File: src/rtl/mips_pkg.sv
// mips_pkg: shared constants and fetch-state encoding for the MIPS pipeline.
package mips_pkg;
    localparam int PC_W = 32;
    localparam logic [PC_W-1:0] MIPS_NOP_INSTR = 32'h0000_0000;
    localparam logic [PC_W-1:0] DEFAULT_RESET_PC = 32'h0000_0000;
    typedef enum logic [1:0] {S_BOOT, S_FETCH, S_WAIT, S_HOLD} fetch_state_t;
endpackage

File: src/rtl/if_pc_gen.sv
// if_pc_gen: program counter register with redirect / +4 / hold next-PC select.
module if_pc_gen
    import mips_pkg::*;
#(
    parameter logic [PC_W-1:0] RESET_PC = DEFAULT_RESET_PC
) (
    input  logic            clk,
    input  logic            rst,
    input  logic            redirect,
    input  logic [PC_W-1:0] redirect_pc,
    input  logic            advance,
    output logic [PC_W-1:0] pc,
    output logic [PC_W-1:0] pc_plus4
);
    logic [PC_W-1:0] pc_next;

    assign pc_plus4 = pc + 32'd4;

    always_comb begin
        pc_next = redirect ? {redirect_pc[PC_W-1:2], 2'b00} : advance ? pc_plus4 : pc;
    end

    always_ff @(posedge clk) begin
        if (rst) pc <= RESET_PC;
        else     pc <= pc_next;
    end
endmodule

File: src/rtl/if_stage.sv
// if_stage: MIPS fetch stage (PC, imem handshake, IF/ID register).
// Define IF_DELAY_SLOT_EN to keep IF/ID across a redirect (branch delay slot).
module if_stage
    import mips_pkg::*;
#(
    parameter logic [PC_W-1:0] RESET_PC  = DEFAULT_RESET_PC,
    parameter logic [PC_W-1:0] NOP_INSTR = MIPS_NOP_INSTR
) (
    input  logic            clk,
    input  logic            rst,
    output logic [PC_W-1:0] o_IF_imem_Addr,
    output logic            o_IF_imem_Req,
    input  logic            i_IF_imem_Ready,
    input  logic [PC_W-1:0] i_IF_imem_Data,
    input  logic            i_IF_ctrl_Stall,
    input  logic            i_IF_ctrl_Redirect,
    input  logic [PC_W-1:0] i_IF_data_RedirectPC,
    output logic [PC_W-1:0] o_ID_data_instruction,
    output logic            o_ID_data_Valid,
    output logic [PC_W-1:0] o_EX_data_PCNext
);
    fetch_state_t state, state_next;
    logic [PC_W-1:0] pc, pc_plus4;
    logic take;

    // Redirect and stall both discard any data returned this cycle
    assign take = o_IF_imem_Req && i_IF_imem_Ready && !i_IF_ctrl_Stall && !i_IF_ctrl_Redirect;
    assign o_IF_imem_Addr = pc;

    if_pc_gen #(.RESET_PC(RESET_PC)) u_pc_gen (
        .clk         (clk),
        .rst         (rst),
        .redirect    (i_IF_ctrl_Redirect),
        .redirect_pc (i_IF_data_RedirectPC),
        .advance     (take),
        .pc          (pc),
        .pc_plus4    (pc_plus4)
    );

    always_ff @(posedge clk) begin
        if (rst) state <= S_BOOT;
        else     state <= state_next;
    end

    always_comb begin
        state_next = i_IF_ctrl_Redirect ? S_FETCH :
                     state == S_BOOT    ? S_FETCH :
                     state == S_HOLD    ? (i_IF_ctrl_Stall ? S_HOLD : S_FETCH) :
                     i_IF_ctrl_Stall    ? S_HOLD :
                     i_IF_imem_Ready    ? S_FETCH : S_WAIT;
    end

    always_comb begin
        o_IF_imem_Req = (state == S_FETCH) || (state == S_WAIT);
    end

    always_ff @(posedge clk) begin
        if (rst) begin
            o_ID_data_instruction <= NOP_INSTR;
            o_ID_data_Valid       <= 1'b0;
            o_EX_data_PCNext      <= '0;
`ifndef IF_DELAY_SLOT_EN
        end else if (i_IF_ctrl_Redirect) begin
            o_ID_data_instruction <= NOP_INSTR;
            o_ID_data_Valid       <= 1'b0;
            o_EX_data_PCNext      <= '0;
`endif
        end else if (take) begin
            o_ID_data_instruction <= i_IF_imem_Data;
            o_ID_data_Valid       <= 1'b1;
            o_EX_data_PCNext      <= pc_plus4;
        end
    end
endmodule

File: config.mk
export PLATFORM = sky130hd
export DESIGN_NAME = if_stage
export DESIGN_NICKNAME = d
export VERILOG_FILES = /design/src/rtl/mips_pkg.sv /design/src/rtl/if_pc_gen.sv /design/src/rtl/if_stage.sv
export SDC_FILE = /design/constraint.sdc
export NUM_CORES = 1
export LEC_CHECK = 0
export ABC_AREA = 0
export BUFFER_PORTS_ARGS = -buffer_cell sky130_fd_sc_hd__buf_2
export CAP_MARGIN = 20
export CORE_MARGIN = 2
export CORE_UTILIZATION = 53
export DETAILED_ROUTE_END_ITERATION = 8
export PLACE_DENSITY = 0.85
export SLEW_MARGIN = 5
export SYNTH_ARGS = -nofsm -noshare
export SYNTH_HDL_FRONTEND = slang
export SYNTH_SLANG_ARGS = --single-unit
File: constraint.sdc
create_clock -name clk -period 4.1 [get_ports clk]
set_input_delay 0 -clock clk [delete_from_list [all_inputs] [get_ports clk]]
set_output_delay 0 -clock clk [all_outputs]
set_load 0.02 [all_outputs]
* Yosys cells after proc, flatten, opt, wreduce, memory -nomap -nowiden
Cells that the tools add are included.
** Storage, ports and cells
- Register bits after elaboration :: 99
- Output and inout bits :: 98
- Logic and storage cells :: 29
** Cells by class
- $add $sub $neg :: 1
- Equality and inequality tests :: 3
- Multiplexer cells :: 8
- Reduce and logical (&&, ||, !) cells :: 10
** Operators by type and width (number)
- $mux W32 :: 2
- $add A32 B3 Y32 const B :: 1
- $mux W2 :: 4
- $eq A2 B2 Y1 const B :: 2
- $logic_and A1 B1 Y1 :: 3
- $reduce_or A3 Y1 :: 1
- $eq A2 B1 Y1 const B :: 1
- $logic_not A1 Y1 :: 2
- $logic_not A2 Y1 :: 1
- $mux W1 :: 2
- $reduce_bool A2 Y1 :: 1
- $reduce_or A2 Y1 :: 1
- $logic_or A1 B1 Y1 :: 1

* Logic depth before layout (Yosys ltp)
Gate-level depths: netlist of the first run.
- Word-level depth :: 7
- Depth in mapped cells :: 9
- Gate-level depth less buffers :: 7

* Cells and area by module
Synthesis of the first run repeated with hierarchy kept, for this count alone.
** Unflattened totals
- Cell total of the unflattened synthesis :: 623
- Area total of the unflattened synthesis :: 5913.2 um^2
** By module, submodules not included
- if_stage :: times used 1, cells an instance 308, area each 3495.9 um^2, seq. area each 1341.3 um^2
- if_pc_gen :: times used 1, cells an instance 315, area each 2417.3 um^2, seq. area each 600.6 um^2

* Least setup slack after synthesis of the first run
No wires, ideal clock.
- Kind :: reg2reg
- Start :: reg state[0]
- End :: reg o_ID_data_instruction[0]
- Data arrival time :: 1970 ps
- Path slack :: 2060 ps
- Cell stages (with the launch flop) :: 9
- Period minus slack after synthesis :: 2040 ps
- Cells stage by stage :: dfxtp_1 > inv_1 > ha_1 > and3b_1 > clkbuf_1 > clkbuf_1 > buf_1 > nand2_1 > a21oi_1
** On the way
- Cells in the longest elaborated chain, start to end :: 5
- Elaborated cells on any way between the ends :: 6
- Those cells by class :: 2 x eq/ne; 4 x reduce/logical
** Ends and longest elaborated chain
- start: declaration :: RTL line if_stage.sv:22 : fetch_state_t state, state_next;
- start signal: assignment :: RTL line if_stage.sv:42 : else state <= state_next;
- $eq A2 B1 Y1 or $eq A2 B2 Y1 (tied branches) :: RTL line if_stage.sv:54 : o_IF_imem_Req = (state == S_FETCH) || (state == S_WAIT);
- $logic_or A1 B1 Y1 (*) :: RTL line if_stage.sv:54
- net o_IF_imem_Req :: RTL line if_stage.sv:12 : output logic o_IF_imem_Req,
- $logic_and A1 B1 Y1 (*) (3 in series) :: RTL line if_stage.sv:27 : assign take = o_IF_imem_Req && i_IF_imem_Ready && !i_IF_ctrl_Stall && !i_IF_ctrl_Redirect;
- end signal: assignment :: RTL line if_stage.sv:69 : o_ID_data_instruction <= i_IF_imem_Data;
- end: declaration :: RTL line if_stage.sv:18 : output logic [PC_W-1:0] o_ID_data_instruction,
Mark *: on every way through the listed nets, which the timed path passes. The rest lies on a longest branch.
A chain may end at the register's enable or synchronous reset.

* Final worst setup path of the first run
- Start :: reg u_pc_gen.pc[6]
- End :: reg u_pc_gen.pc[26]
** On the way
- Cells in the longest elaborated chain, start to end :: 3
** Ends and longest elaborated chain
- start: declaration :: RTL line if_pc_gen.sv:12 : output logic [PC_W-1:0] pc,
- start signal: assignment :: RTL line if_pc_gen.sv:25 : else pc <= pc_next;
- $add A32 B3 Y32 :: RTL line if_pc_gen.sv:17 : assign pc_plus4 = pc + 32'd4;
- $mux W32 (2 in series) :: RTL line if_pc_gen.sv:20 : pc_next = redirect ? {redirect_pc[PC_W-1:2], 2'b00} : advance ? pc_plus4 : pc;
No other way between the ends. The select of a mux whose other input is x is not followed.

==> impl_results.md, run 1 <==
- CP Launch Type: flop
- Area Overhead vs Synth: 36.27%
- Clk_lat worst skew: 360 ps
- Flops & latches, synth: 95
- Largest net degree at the start of global routing: 60
- R2R Setup Slk: 1740 ps
- Library cells used by synthesis: 44
- Chip Height: 95.42 um
- Crit path arrival time: ~2600 ps
- Worst hold path depth: 3
- Synth area leaders: dfxtp_1 43%, nand2_1 7.5%, a21oi_1 6.9%, xor2_1 6.5%, nor2_1 4.4%
- Status: finished clean
- Fin util: 73.83%
- CTS Root Cell: clkbuf_8
- Hold path start: i_IF_ctrl_Redirect
- Post-synth EDFFs: 0
- Fmax: between 400 and 500 MHz
- Hold Vio Cnt, Final: 0
- Remaining antenna violation count after routing: 0
- Row cnt: 33
- Iter 0 DRT Violations: roughly 330
- Drt wl/cell: between 15 and 20 um
- CORE AREA: 8175 sq um
- DRT Pass-1 Iters: 5
- Layout net count: between 800 and 900
- I/O Buffers: 160
- RePlAce Congestion: 0.8838
- Seq/Total Area, Yosys: 42.94%
- PnR worst setup slack: between 1500 and 2000 ps
- Maximum VDD drop: 0.2182 mV
- Largest stage delay on the critical path: around 630 ps
- Post-CTS setup buffer count: 0
- Leakage: 0.002544 uW
- Syn Std Cell Area: 4429 sq um
- Main synth FF type: dfxtp_1
- GRT overflow: 0
- Final period utilization: 57.55%
- Area leader, netlist: dfxtp_1
- Worst Path Required: 4370 ps
- PostCTS Resize Cnt: 0
- Worst-path clk slew: 90 ps
- Hold worst-path end: u_pc_gen.pc[7]$_SDFFE_PP0P_
- Final setup viols: 0
- TritonCTS clock tree: built
- First-pass GRT wire length: 20110 um
- RR Startpoint: u_pc_gen.pc[6]$_SDFFE_PP0P_
- Rel. slew slack: 44.14%
- Fraction of layout cells with a size suffix above 1: 26.05%
- Antenna diode count: 0
- # DRC: 0
- GRT Util Overall: 28.39%
- Final setup TNS: 0 ps
- CP endpoint kind: flop
- Setup CP Type: flop to flop
- Synth top cells by count: 95 x dfxtp_1, 89 x nand2_1, 61 x a21oi_1, 52 x nor2_1, 33 x xor2_1
- Initial antenna violation count: 0
- Yosys warns: 0
- Starting Density: 54.18%
- Synthesized instance count: 537
- Vias: 4670
- CTS Buffer Depth: 2
- Slowest stage cell, crit path: nor4_4
- Worst r2r path cells: 5
- Total Routed Length: ~13000 um
- Syn Area/Cell: 8.248 sq um
- Fin Hold WS: 37.41 ps
- Pre-CTS WS: ~1600 ps
- H-tree depth: 3
- I/O pins: between 150 and 200
- Share of the synthesized area in the top cell type: 42.94%
- Critical Path, Cell by Cell: nand4_4, nor4_4, nand4_2, or3_1, a311oi_1
- Drt via density: approximately 5.5
- RR Endpoint: u_pc_gen.pc[26]$_SDFFE_PP0P_
- RSZ-0062 raised after global routing: false
- Final HPWL from detailed placement: 8215 um
- Power Dens Cells: ~310 nW/um^2
- # clock sinks: 95
- Die area: 9104 sq um
- Actual slew at the worst max-slew pin: 837.9 ps
- Max-cap viol count: 0
- Vias in the first global route: approximately 4200
- Critical Path Fanout Max: 12
- DIE WIDTH: 95.42 um
- Count leader, synth: dfxtp_1
- Final Slew Violations: 0
- Post-layout min period: 2360 ps
- Async set or reset register ratio after synthesis: 0%
- Hold Crit Class: primary input to flop
- Clock Skew: 14.76 ps
- CTS buffer count: 9
-- registers in the layout, indices dropped and copies added (netlist names) --
signal	cells
state	2
o_ID_data_Valid	1
o_EX_data_PCNext	30
o_ID_data_instruction	32
u_pc_gen.pc	30
-- routing by layer --
metal	up-vias	routed length, um	GRT usage (%)
met5	-	0	0
met4	0	446	11.19
met3	45	890	5.138
met2	215	6702	48.36
met1	2175	5266	35.61
li1	2235	-	-
-- area by class of cell --
type,count,area (sq um)
clock buffer,9,123.9
clock inverter,6,70.07
fill,632,2140
inverter,6,22.52
multi-input combinational,395,2273
sequential,95,1902
tap,105,131.4
timing repair buffer,230,1513
-- repair_timing --
action / 4_1_cts / 5_1_grt
hold endpoints to repair: 64 / 0
hold buffers: 65 / 0
setup endpoints to repair: 0 / 0
-- report_power, final --
part | internal (uW) | leakage (uW) | switching, uW
Clock | 282 | 0.0000879 | 336
Combinational | 130 | 0.00168 | 155
Sequential | 952 | 0.000774 | 45.3
Total | 1360 | 0.00254 | 537
-- logic make-up after synthesis --
logic type	synth area share, %
DFF	42.94
xor gates and xnor gates	10.28
other	0.08466
buffers and inverters	6.158
adders and majority gates	0.8475
muxes	0.9040
AOI/OAI and AO/OA	15.11
and+or+nand+nor	23.67
-- layout by cell type, fill, tap and decap left out, types with 2 or more instances in the layout --
cell type,n
dfxtp_1,95
clkbuf_8,9
a211oi_1,23
nor3_2,2
mux2i_1,4
o21ai_0,27
dlygate4sd3_1,65
nor3_1,8
and3_1,4
nand4b_1,2
and2_1,3
nand4_1,18
ha_1,3
a311oi_1,4
xnor2_1,19
or3_1,4
buf_4,3
clkinvlp_4,3
buf_2,160
nor4_1,4
conb_1,4
xor2_1,33
a21oi_1,61
nor2_1,51
nand3_1,14
inv_1,6
nand2_1,89
nand4_4,2
-- stage by stage --
| step | total power [uW] | cells | area (sq um) |
|---|---|---|---|
| 4_1_cts | 1903 | 844 | 5997 |
| 6_report | 1901 | 846 | 6036 |
| 3_5_place_dp | 1244 | 764 | 5152 |
| 3_3_place_gp | 1237 | 764 | 5152 |
| 5_1_grt | 1974 | 846 | 6036 |
| 2_1_floorplan | 1163 | 540 | 4441 |
-- critical path: cells and delay by family, from the launching register on --
kind / cells / cell delay, ps
flip-flops: 1 / 550
AO/OA/AOI/OAI: 1 / 260
AND/OR/NAND/NOR: 4 / 1460
-- how the worst max path moves through the flow --
stage	from	endpoint	slack, ps	cells past startpoint
5_1_grt	u_pc_gen.pc[6]$_SDFFE_PP0P_	u_pc_gen.pc[26]$_SDFFE_PP0P_	1530	5
2_1_floorplan	state[0]$_SDFF_PP0_	o_ID_data_instruction[0]$_SDFFE_PP0P_	2060	8
3_5_place_dp	state[0]$_SDFF_PP0_	o_EX_data_PCNext[16]$_SDFFE_PP0P_	1650	7
3_3_place_gp	state[0]$_SDFF_PP0_	o_EX_data_PCNext[24]$_SDFFE_PP0P_	1780	7
6_report	u_pc_gen.pc[6]$_SDFFE_PP0P_	u_pc_gen.pc[26]$_SDFFE_PP0P_	1740	5
4_1_cts	state[1]$_SDFF_PP0_	o_EX_data_PCNext[16]$_SDFFE_PP0P_	1620	7
Note: power is estimated with default switching activity, not from simulation.
==> run 2, diff against run 1 <==
--- a/config.mk
+++ b/config.mk
@@ -5,13 +5,13 @@
 export SDC_FILE = /design/constraint.sdc
 export NUM_CORES = 1
 export LEC_CHECK = 0
-export ABC_AREA = 0
+export ABC_AREA = 1
 export BUFFER_PORTS_ARGS = -buffer_cell sky130_fd_sc_hd__buf_2
 export CAP_MARGIN = 20
 export CORE_MARGIN = 2
-export CORE_UTILIZATION = 53
+export CORE_UTILIZATION = 49
 export DETAILED_ROUTE_END_ITERATION = 8
-export PLACE_DENSITY = 0.85
+export PLACE_DENSITY = 0.8
 export SLEW_MARGIN = 5
 export SYNTH_ARGS = -nofsm -noshare
 export SYNTH_HDL_FRONTEND = slang
==> constraint.sdc (replaced) <==
create_clock -name clk -period 2.35 [get_ports clk]
set_input_delay 0 -clock clk [delete_from_list [all_inputs] [get_ports clk]]
set_output_delay 0 -clock clk [all_outputs]
set_load 0.02 [all_outputs]
==> impl_results.md, run 2 <==
- DRT Pass-1 Iters: 6 (was 5)
- Clk_lat worst skew: 370 ps (was 360 ps)
- Critical Path Fanout Max: 35 (was 12)
- Fmax: 498.1 MHz (was 423.8 MHz)
- Flops & latches, synth: 95 (unchanged)
- Drt via density: 5.079 (was 5.520)
- Initial antenna violation count: 0 (unchanged)
- Leakage: 0.002636 uW (was 0.002544 uW)
- I/O pins: 167 (unchanged)
- Crit-path leading delay family: buffers and inverters (was simple AND/OR/NAND/NOR gates)
- Area leader, netlist: dfxtp_1 (unchanged)
- Async set or reset register ratio after synthesis: 0% (unchanged)
- Synth top cells by count: 201 x nand2_1, 95 x dfxtp_1, 77 x a21oi_1, 58 x nor2_1, 46 x inv_1 (was 95 x dfxtp_1, 89 x nand2_1, 61 x a21oi_1, 52 x nor2_1, 33 x xor2_1)
- CTS Root Cell: clkbuf_8 (unchanged)
- Area Overhead vs Synth: 36.58% (was 36.27%)
- Post-layout min period: 2008 ps (was 2360 ps)
- Library cells used by synthesis: 28 (was 44)
- Largest stage delay on the critical path: 360 ps (was 630 ps)
- Worst-path clk slew: 90 ps (about the same)
- Synthesized instance count: 629 (was 537)
- CP Launch Type: flop (unchanged)
- Vias: 4805 (was 4670)
- Vias in the first global route: 4678 (was 4150)
- RSZ-0062 raised after global routing: false (unchanged)
- Fraction of layout cells with a size suffix above 1: 25.78% (was 26.05%)
- Post-synth EDFFs: 0 (unchanged)
- RePlAce Congestion: 0.9233 (was 0.8838)
- Remaining antenna violation count after routing: 0 (unchanged)
- Starting Density: 50.22% (was 54.18%)
- FILL cells: 730 (was 632)
- # clock sinks: 95 (unchanged)
- Largest register FFs: 32 (unchanged)
- Syn Area/Cell: 6.928 sq um (was 8.248 sq um)
- Post-CTS setup buffer count: 0 (unchanged)
- First-pass GRT wire length: 21980 um (was 20110 um)
- Total Routed Length: 13360 um (was 13310 um)
- Final Slew Violations: 0 (unchanged)
- Final setup viols: 0 (unchanged)
- Setup CP Type: flop to flop (unchanged)
- Clock Skew: 6.542 ps (was 14.76 ps)
- Critical Path, Cell by Cell: inv_1, ha_1, nand3_2, nor2_4, inv_2, buf_12, nand2_1, a21oi_1 (was nand4_4, nor4_4, nand4_2, or3_1, a311oi_1)
- Synth area leaders: dfxtp_1 44%, nand2_1 17%, a21oi_1 8.8%, nor2_1 5.0%, inv_1 4.0% (was dfxtp_1 43%, nand2_1 7.5%, a21oi_1 6.9%, xor2_1 6.5%, nor2_1 4.4%)
- I/O Buffers: 160 (unchanged)
- Crit path arrival time: 2300 ps (was 2630 ps)
- Max-cap viol count: 0 (unchanged)
- Hold Crit Class: primary input to flop (unchanged)
- Syn Std Cell Area: 4358 sq um (was 4429 sq um)
- Share of the synthesized area in the top cell type: 43.64% (was 42.94%)
- Seq/Total Area, Yosys: 43.64% (was 42.94%)
- DIE WIDTH: 98.31 um (was 95.42 um)
- Slowest stage cell, crit path: dfxtp_1 (was nor4_4)
- Main synth FF type: dfxtp_1 (unchanged)
- H-tree depth: 3 (unchanged)
- Power Dens Cells: 525.5 nW/um^2 (was 314.9 nW/um^2)
- Maximum VDD drop: 0.3219 mV (was 0.2182 mV)
- Most frequent cells in the layout: 200 x nand2_1, 160 x buf_2, 95 x dfxtp_1 (was 160 x buf_2, 95 x dfxtp_1, 89 x nand2_1)
- Final period utilization: 85.43% (was 57.55%)
- Antenna diode count: 0 (unchanged)
- Largest net degree at the start of global routing: 47 (was 60)
- TritonCTS clock tree: built (unchanged)
- Worst Path Required: 2640 ps (was 4370 ps)
- Most common cell after layout, fill and taps aside: nand2_1 (was buf_2)
- Die area: 9664 sq um (was 9104 sq um)
- Layout net count: 905 (was 809)
- Regs by FF count: o_ID_data_instruction (32), o_EX_data_PCNext (30), u_pc_gen.pc (30) (unchanged)
- Status: finished clean (unchanged)
- GRT overflow: 0 (unchanged)
- CTS buffer count: 9 (unchanged)
- Storage element area: 1902 sq um (unchanged)
- Chip Height: 98.31 um (was 95.42 um)
- Biggest register: o_ID_data_instruction (unchanged)
- Iter 0 DRT Violations: 165 (was 328)
- Fin Hold WS: 4.804 ps (was 37.41 ps)
- # DRC: 0 (unchanged)
- GRT Util Overall: 27.72% (was 28.39%)
- Final HPWL from detailed placement: 8880 um (was 8215 um)
- CP endpoint kind: flop (unchanged)
- WP buf/inv: 3 (was 0)
- Final setup TNS: 0 ps (unchanged)
- Total power: 3128 uW (was 1901 uW)
- CORE AREA: 8678 sq um (was 8175 sq um)
- Yosys warns: 0 (unchanged)
- Drt wl/cell: 14.12 um (was 15.73 um)
- Area of the multi-input gates: 2125 sq um (was 2273 sq um)
- CTS Buffer Depth: 2 (unchanged)
- Count leader, synth: nand2_1 (was dfxtp_1)
- Row cnt: 34 (was 33)
- Hold Vio Cnt, Final: 0 (unchanged)
## run 2: cell types whose count changed after synthesis, sizes merged, moves of 11 or more
cell    previous run  this run
nor2              52        74
clkbuf            28        17
xnor2             19         2
nand4             21         0
a21oi             61        79
a211oi            23         0
xor2              33         6
inv                6        51
nand2             89       211
## run 2: worst paths after layout
check             slack (ps)  cells past startpoint                                endpoint                                   start
hold reg to reg          470                      2  o_ID_data_instruction[13]$_SDFFE_PP0P_  o_ID_data_instruction[13]$_SDFFE_PP0P_
setup / recovery         340                      8  o_ID_data_instruction[14]$_SDFFE_PP0P_                     state[0]$_SDFF_PP0_
setup reg to reg         340                      8  o_ID_data_instruction[14]$_SDFFE_PP0P_                     state[0]$_SDFF_PP0_
hold / removal             5                      5            u_pc_gen.pc[29]$_SDFFE_PP0P_                i_IF_data_RedirectPC[29]
## run 2: layout make-up
| type | count | area share, % |
|---|---|---|
| Tap cell | 108 | 2.270 |
| Timing Repair Buffer | 221 | 23.84 |
| Clock inverter | 5 | 0.5676 |
| Clock buffer | 11 | 2.207 |
| Inverter | 55 | 3.469 |
| Multi-Input combinational cell | 451 | 35.69 |
| Sequential cell | 95 | 31.95 |
## run 2: metrics by stage
stage	setup WS (ps)	cell area (sq um)	util, %	instances
floorplan	696.4	4369	-	632
global placement	496.6	5246	60.45	876
detailed placement	393.8	5246	60.45	876
CTS	367.8	5952	68.58	946
global route	172.8	5952	68.58	946
finish	342.4	5952	68.58	946
## run 2: what timing repair did
item                       CTS  global route
hold endpoints to repair    51             0
hold buffers                54             0
setup endpoints to repair    0             0
resized for setup            0             0
## run 2: kinds of logic after synthesis
kind of cell | after synthesis | synth area share [%]
AND/OR/NAND/NOR | 318 | 31.15
AO/OA/AOI/OAI | 118 | 14.61
flip-flops | 95 | 43.64
buffers and inverters | 86 | 8.039
XOR/XNOR | 8 | 1.608
adder cells (fa/ha/maj) | 3 | 0.8614
other | 1 | 0.08605
## run 2: where the power goes
| part | internal, uW | switching [uW] |
|---|---|---|
| clock | 387 | 603 |
| sequential | 1650 | 50.7 |
| combinational | 193 | 245 |
## run 2: tightest hold or removal path: cells and delay by family
kind                   cells  cell delay [ps]
buffers and inverters      2              150
AND/OR/NAND/NOR            1               50
AO/OA/AOI/OAI              2              120
## run 2: routing by layer
metal  up-vias  global-route usage (%)  routed length (um)
met1      2191                   33.89                5611
met3        24                   7.946                1129
met2       193                   46.00                6337
met5         -                       0                   0
met4         0                   11.28                 282
li1       2397                       -                   -
==> run 3, diff against run 2 <==
--- a/config.mk
+++ b/config.mk
@@ -9,10 +9,11 @@
 export BUFFER_PORTS_ARGS = -buffer_cell sky130_fd_sc_hd__buf_2
 export CAP_MARGIN = 20
 export CORE_MARGIN = 2
-export CORE_UTILIZATION = 49
+export CORE_UTILIZATION = 45
 export DETAILED_ROUTE_END_ITERATION = 8
-export PLACE_DENSITY = 0.8
+export PLACE_DENSITY = 0.72
 export SLEW_MARGIN = 5
 export SYNTH_ARGS = -nofsm -noshare
 export SYNTH_HDL_FRONTEND = slang
+export SYNTH_HIERARCHICAL = 1
 export SYNTH_SLANG_ARGS = --single-unit
==> impl_results.md, run 3 <==
- Worst r2r path cells: 11 (was 8)
- Switching share of total power: 26.87% (was 28.74%)
- Area leader, netlist: dfxtp_1 (unchanged)
- Worst hold path depth: 4 (was 5)
- Hold worst-path end: u_pc_gen/pc[3]$_SDFFE_PP0P_ (was u_pc_gen.pc[29]$_SDFFE_PP0P_)
- RR Startpoint: state[0]$_SDFF_PP0_ (unchanged)
- Initial antenna violation count: 0 (unchanged)
- Synth area leaders: dfxtp_1 38%, nand2_1 14%, a21oi_1 8.3%, nand3_1 7.2%, nor2_1 6.9% (was dfxtp_1 44%, nand2_1 17%, a21oi_1 8.8%, nor2_1 5.0%, inv_1 4.0%)
- Maximum VDD drop: 0.3298 mV (was 0.3219 mV)
- Gate power share: 15.8% (was 14.0%)
- Power Dens Cells: 559.9 nW/um^2 (was 525.5 nW/um^2)
- Final setup TNS: 0 ps (unchanged)
- Placed cell count: 1030 (was 876)
- Fraction of layout cells with a size suffix above 1: 23.11% (was 25.78%)
- Crit-path leading delay family: buffers and inverters (unchanged)
- Flop pwr share: 45.1% (was 54.4%)
- CORE AREA: 11270 sq um (was 8678 sq um)
- GRT overflow: 0 (unchanged)
- Slowest stage cell, crit path: dfxtp_1 (unchanged)
- CP most frequent cell: inv_1
- Clk_lat worst skew: 340 ps (was 370 ps)
- Largest net degree at the start of global routing: 130 (was 47)
- TritonCTS clock tree: built (unchanged)
- # DRC: 0 (unchanged)
- Clk network pwr share: 39.1% (was 31.6%)
- Final setup viols: 0 (unchanged)
- FILL cells: 1082 (was 730)
- Pre-CTS WS: 516.0 ps (was 393.8 ps)
- Fmax: 536.3 MHz (was 498.1 MHz)
- R2R Setup Slk: 490 ps (was 340 ps)
- Max-cap viol count: 0 (unchanged)
- Rel. slew slack: approximately half
- Clock Skew: 5.857 ps (was 6.542 ps)
- Internal power: 2836 uW (was 2229 uW)
- Layout net count: 1032 (was 905)
- Vias in the first global route: 4940 (was 4678)
- Iter 0 DRT Violations: 459 (was 165)
- Largest stage delay on the critical path: 330 ps (was 360 ps)
- Critical Path Fanout Max: 10 (was 35)
- Area of the multi-input gates: 2621 sq um (was 2125 sq um)
- Finished Layout Cells: 1108 (was 946)
- I/O pins: 167 (unchanged)
- PnR worst setup slack: 485.4 ps (was 342.4 ps)
- Drt via density: 4.745 (was 5.079)
- Async set or reset register ratio after synthesis: 0% (unchanged)
- Flops & latches, synth: 97 (was 95)
- Total power: 3878 uW (was 3128 uW)
- Regs by FF count: o_EX_data_PCNext (32), o_ID_data_instruction (32), u_pc_gen/pc (30) (was o_ID_data_instruction (32), o_EX_data_PCNext (30), u_pc_gen.pc (30))
- RePlAce Congestion: 0.9362 (was 0.9233)
- Most frequent cells in the layout: 186 x nand2_1, 162 x buf_2, 97 x dfxtp_1 (was 200 x nand2_1, 160 x buf_2, 95 x dfxtp_1)
- Post-synth EDFFs: 0 (unchanged)
- # clock sinks: 97 (was 95)
- Hold Crit Class: primary input to flop (unchanged)
- WP buf/inv: 5 (was 3)
- Row cnt: 39 (was 34)
- GRT Util Overall: 23.46% (was 27.72%)
- Hold path start: i_IF_data_RedirectPC[3] (was i_IF_data_RedirectPC[29])
- RR Endpoint: u_pc_gen/pc[19]$_SDFFE_PP0P_ (was o_ID_data_instruction[14]$_SDFFE_PP0P_)
- Chip Height: 110.8 um (was 98.31 um)
- Final HPWL from detailed placement: 9099 um (was 8880 um)
- H-tree depth: 3 (unchanged)
- Psw: 1042 uW (was 898.9 uW)
- Actual slew at the worst max-slew pin: roughly 750 ps
- Synthesized instance count: 764 (was 629)
- Final period utilization: 79.34% (was 85.43%)
- Antenna diode count: 0 (unchanged)
- Main synth FF type: dfxtp_1 (unchanged)
- Die area: 12280 sq um (was 9664 sq um)
- CTS buffer count: 9 (unchanged)
- Count leader, synth: nand2_1 (unchanged)
- I/O Buffers: 162 (was 160)
- Leakage: 0.003114 uW (was 0.002636 uW)
- Worst Path Required: 2620 ps (was 2640 ps)
- Vias: 5257 (was 4805)
- CP endpoint kind: flop (unchanged)
- Final Slew Violations: 0 (unchanged)
- Drt wl/cell: 12.89 um (was 14.12 um)
- Area Overhead vs Synth: 34.84% (was 36.58%)
- Worst-path clk slew: 70 ps (was 90 ps)
- Syn Std Cell Area: 5136 sq um (was 4358 sq um)
- Seq/Total Area, Yosys: 37.81% (was 43.64%)
- DIE WIDTH: 110.8 um (was 98.31 um)
- Crit path arrival time: 2140 ps (was 2300 ps)
- Status: finished clean (unchanged)
- Critical Path, Cell by Cell: inv_1, ha_1, nand2_1, clkinv_2, nand2_1, inv_1, inv_1, nor2_2, buf_4, nand3_1, a21oi_1 (was inv_1, ha_1, nand3_2, nor2_4, inv_2, buf_12, nand2_1, a21oi_1)
- Most common cell after layout, fill and taps aside: nand2_1 (unchanged)
- Total Routed Length: 14280 um (was 13360 um)
- First-pass GRT wire length: 23800 um (was 21980 um)
- Setup CP Type: flop to flop (unchanged)
- DRT Pass-1 Iters: 4 (was 6)
- Synth top cells by count: 186 x nand2_1, 97 x dfxtp_1, 94 x nor2_1, 89 x inv_1, 85 x a21oi_1 (was 201 x nand2_1, 95 x dfxtp_1, 77 x a21oi_1, 58 x nor2_1, 46 x inv_1)
- Library cells used by synthesis: 28 (unchanged)
- Storage element area: 1942 sq um (was 1902 sq um)
- CTS Root Cell: clkbuf_16 (was clkbuf_8)
- CP Launch Type: flop (unchanged)
- Syn Area/Cell: 6.723 sq um (was 6.928 sq um)
- Remaining antenna violation count after routing: 0 (unchanged)
- Hold Vio Cnt, Final: 0 (unchanged)
- Post-layout min period: 1865 ps (was 2008 ps)
- Starting Density: 45.57% (was 50.22%)
- Yosys warns: 6 (was 0)
- CTS Buffer Depth: 2 (unchanged)
- Share of the synthesized area in the top cell type: 37.81% (was 43.64%)
- RSZ-0062 raised after global routing: false (unchanged)
run 3: cell count changes in the layout (fill, tap and decap cells not counted), moves of 9 or more:
cell,change
nand3_1,+54
inv_1,+43
nor2_1,+33
a22oi_1,+21
o21ai_0,-15
nand2_1,-14
nor3_1,-11
clkbuf_16,+9
run 3: worst max-delay path by stage:
stage / from / end / slack, ps / cells past startpoint
finish: state[0]$_SDFF_PP0_ / u_pc_gen/pc[19]$_SDFFE_PP0P_ / 490 / 11
global route: state[0]$_SDFF_PP0_ / u_pc_gen/pc[29]$_SDFFE_PP0P_ / 290 / 11
CTS: state[0]$_SDFF_PP0_ / u_pc_gen/pc[8]$_SDFFE_PP0P_ / 470 / 11
detailed placement: state[0]$_SDFF_PP0_ / u_pc_gen/pc[8]$_SDFFE_PP0P_ / 520 / 11
global placement: state[0]$_SDFF_PP0_ / u_pc_gen/pc[19]$_SDFFE_PP0P_ / 520 / 11
floorplan: state[0]$_SDFF_PP0_ / u_pc_gen/pc[2]$_SDFFE_PP0P_ / 390 / 13
run 3: what timing repair did:
item                                    CTS  global route
buffers inserted                          0             0
endpoints found under the hold margin    62             0
hold buffers                             62             0
endpoints found under the setup margin    0             0
resized for setup                         0             0
run 3: power by group through the flow:
stage	clock, uW	sequential, uW	combinational (uW)
after CTS	1550	1750	607
after floorplan	0	1830	312
final	1520	1750	612
after detailed placement	0	1790	527
after global routing	1620	1760	676
after global placement	0	1780	527
run 3: worst register-to-register path: stages (launching register included):
cell and delay (ps):
dfxtp_1 330, inv_1 40, ha_1 280, nand2_1 70, clkinv_2 70, nand2_1 70, inv_1 120, inv_1 60
nor2_2 260, buf_4 250, nand3_1 120, a21oi_1 130
run 3: layer usage:
metal	global-route usage, %	wire (um)	up-vias
met4	10.00	344	0
met1	31.50	6554	2288
met5	0	0	-
met3	2.952	668	22
li1	-	-	2788
met2	38.16	6716	159
run 3: kinds of logic (layout without fill, tap and decap cells):
group / after synthesis / after routing / share of synthesized area (%)
adders and majority gates: 3 / 3 / 0.7309
and+or+nand+nor: 389 / 389 / 33.15
buffers and inverters: 141 / 339 / 11.72
xor gates and xnor gates: 15 / 15 / 3.581
DFF: 97 / 97 / 37.81
AOI/OAI and AO/OA: 118 / 118 / 12.94
other: 1 / 4 / 0.07301
run 3: area by class of cell:
class | instances | area share (%)
inverters | 90 | 4.896
clock buffers | 12 | 3.704
flip-flops and latches | 97 | 28.04
multi-input cells | 529 | 37.85
clock inverters | 4 | 0.7407
well taps | 143 | 2.584
repair buffers | 233 | 22.19
run 3: per-stage QoR:
| step | util, % | hold slack (ps) | instance area [sq um] |
|---|---|---|---|
| after global routing | 61.44 | 58.05 | 6925 |
| after floorplan | - | 160.4 | 5147 |
| after detailed placement | 53.20 | 285.3 | 5997 |
| final | 61.44 | 34.49 | 6925 |
| after CTS | 61.44 | 21.06 | 6925 |
| after global placement | 53.20 | 279.1 | 5997 |
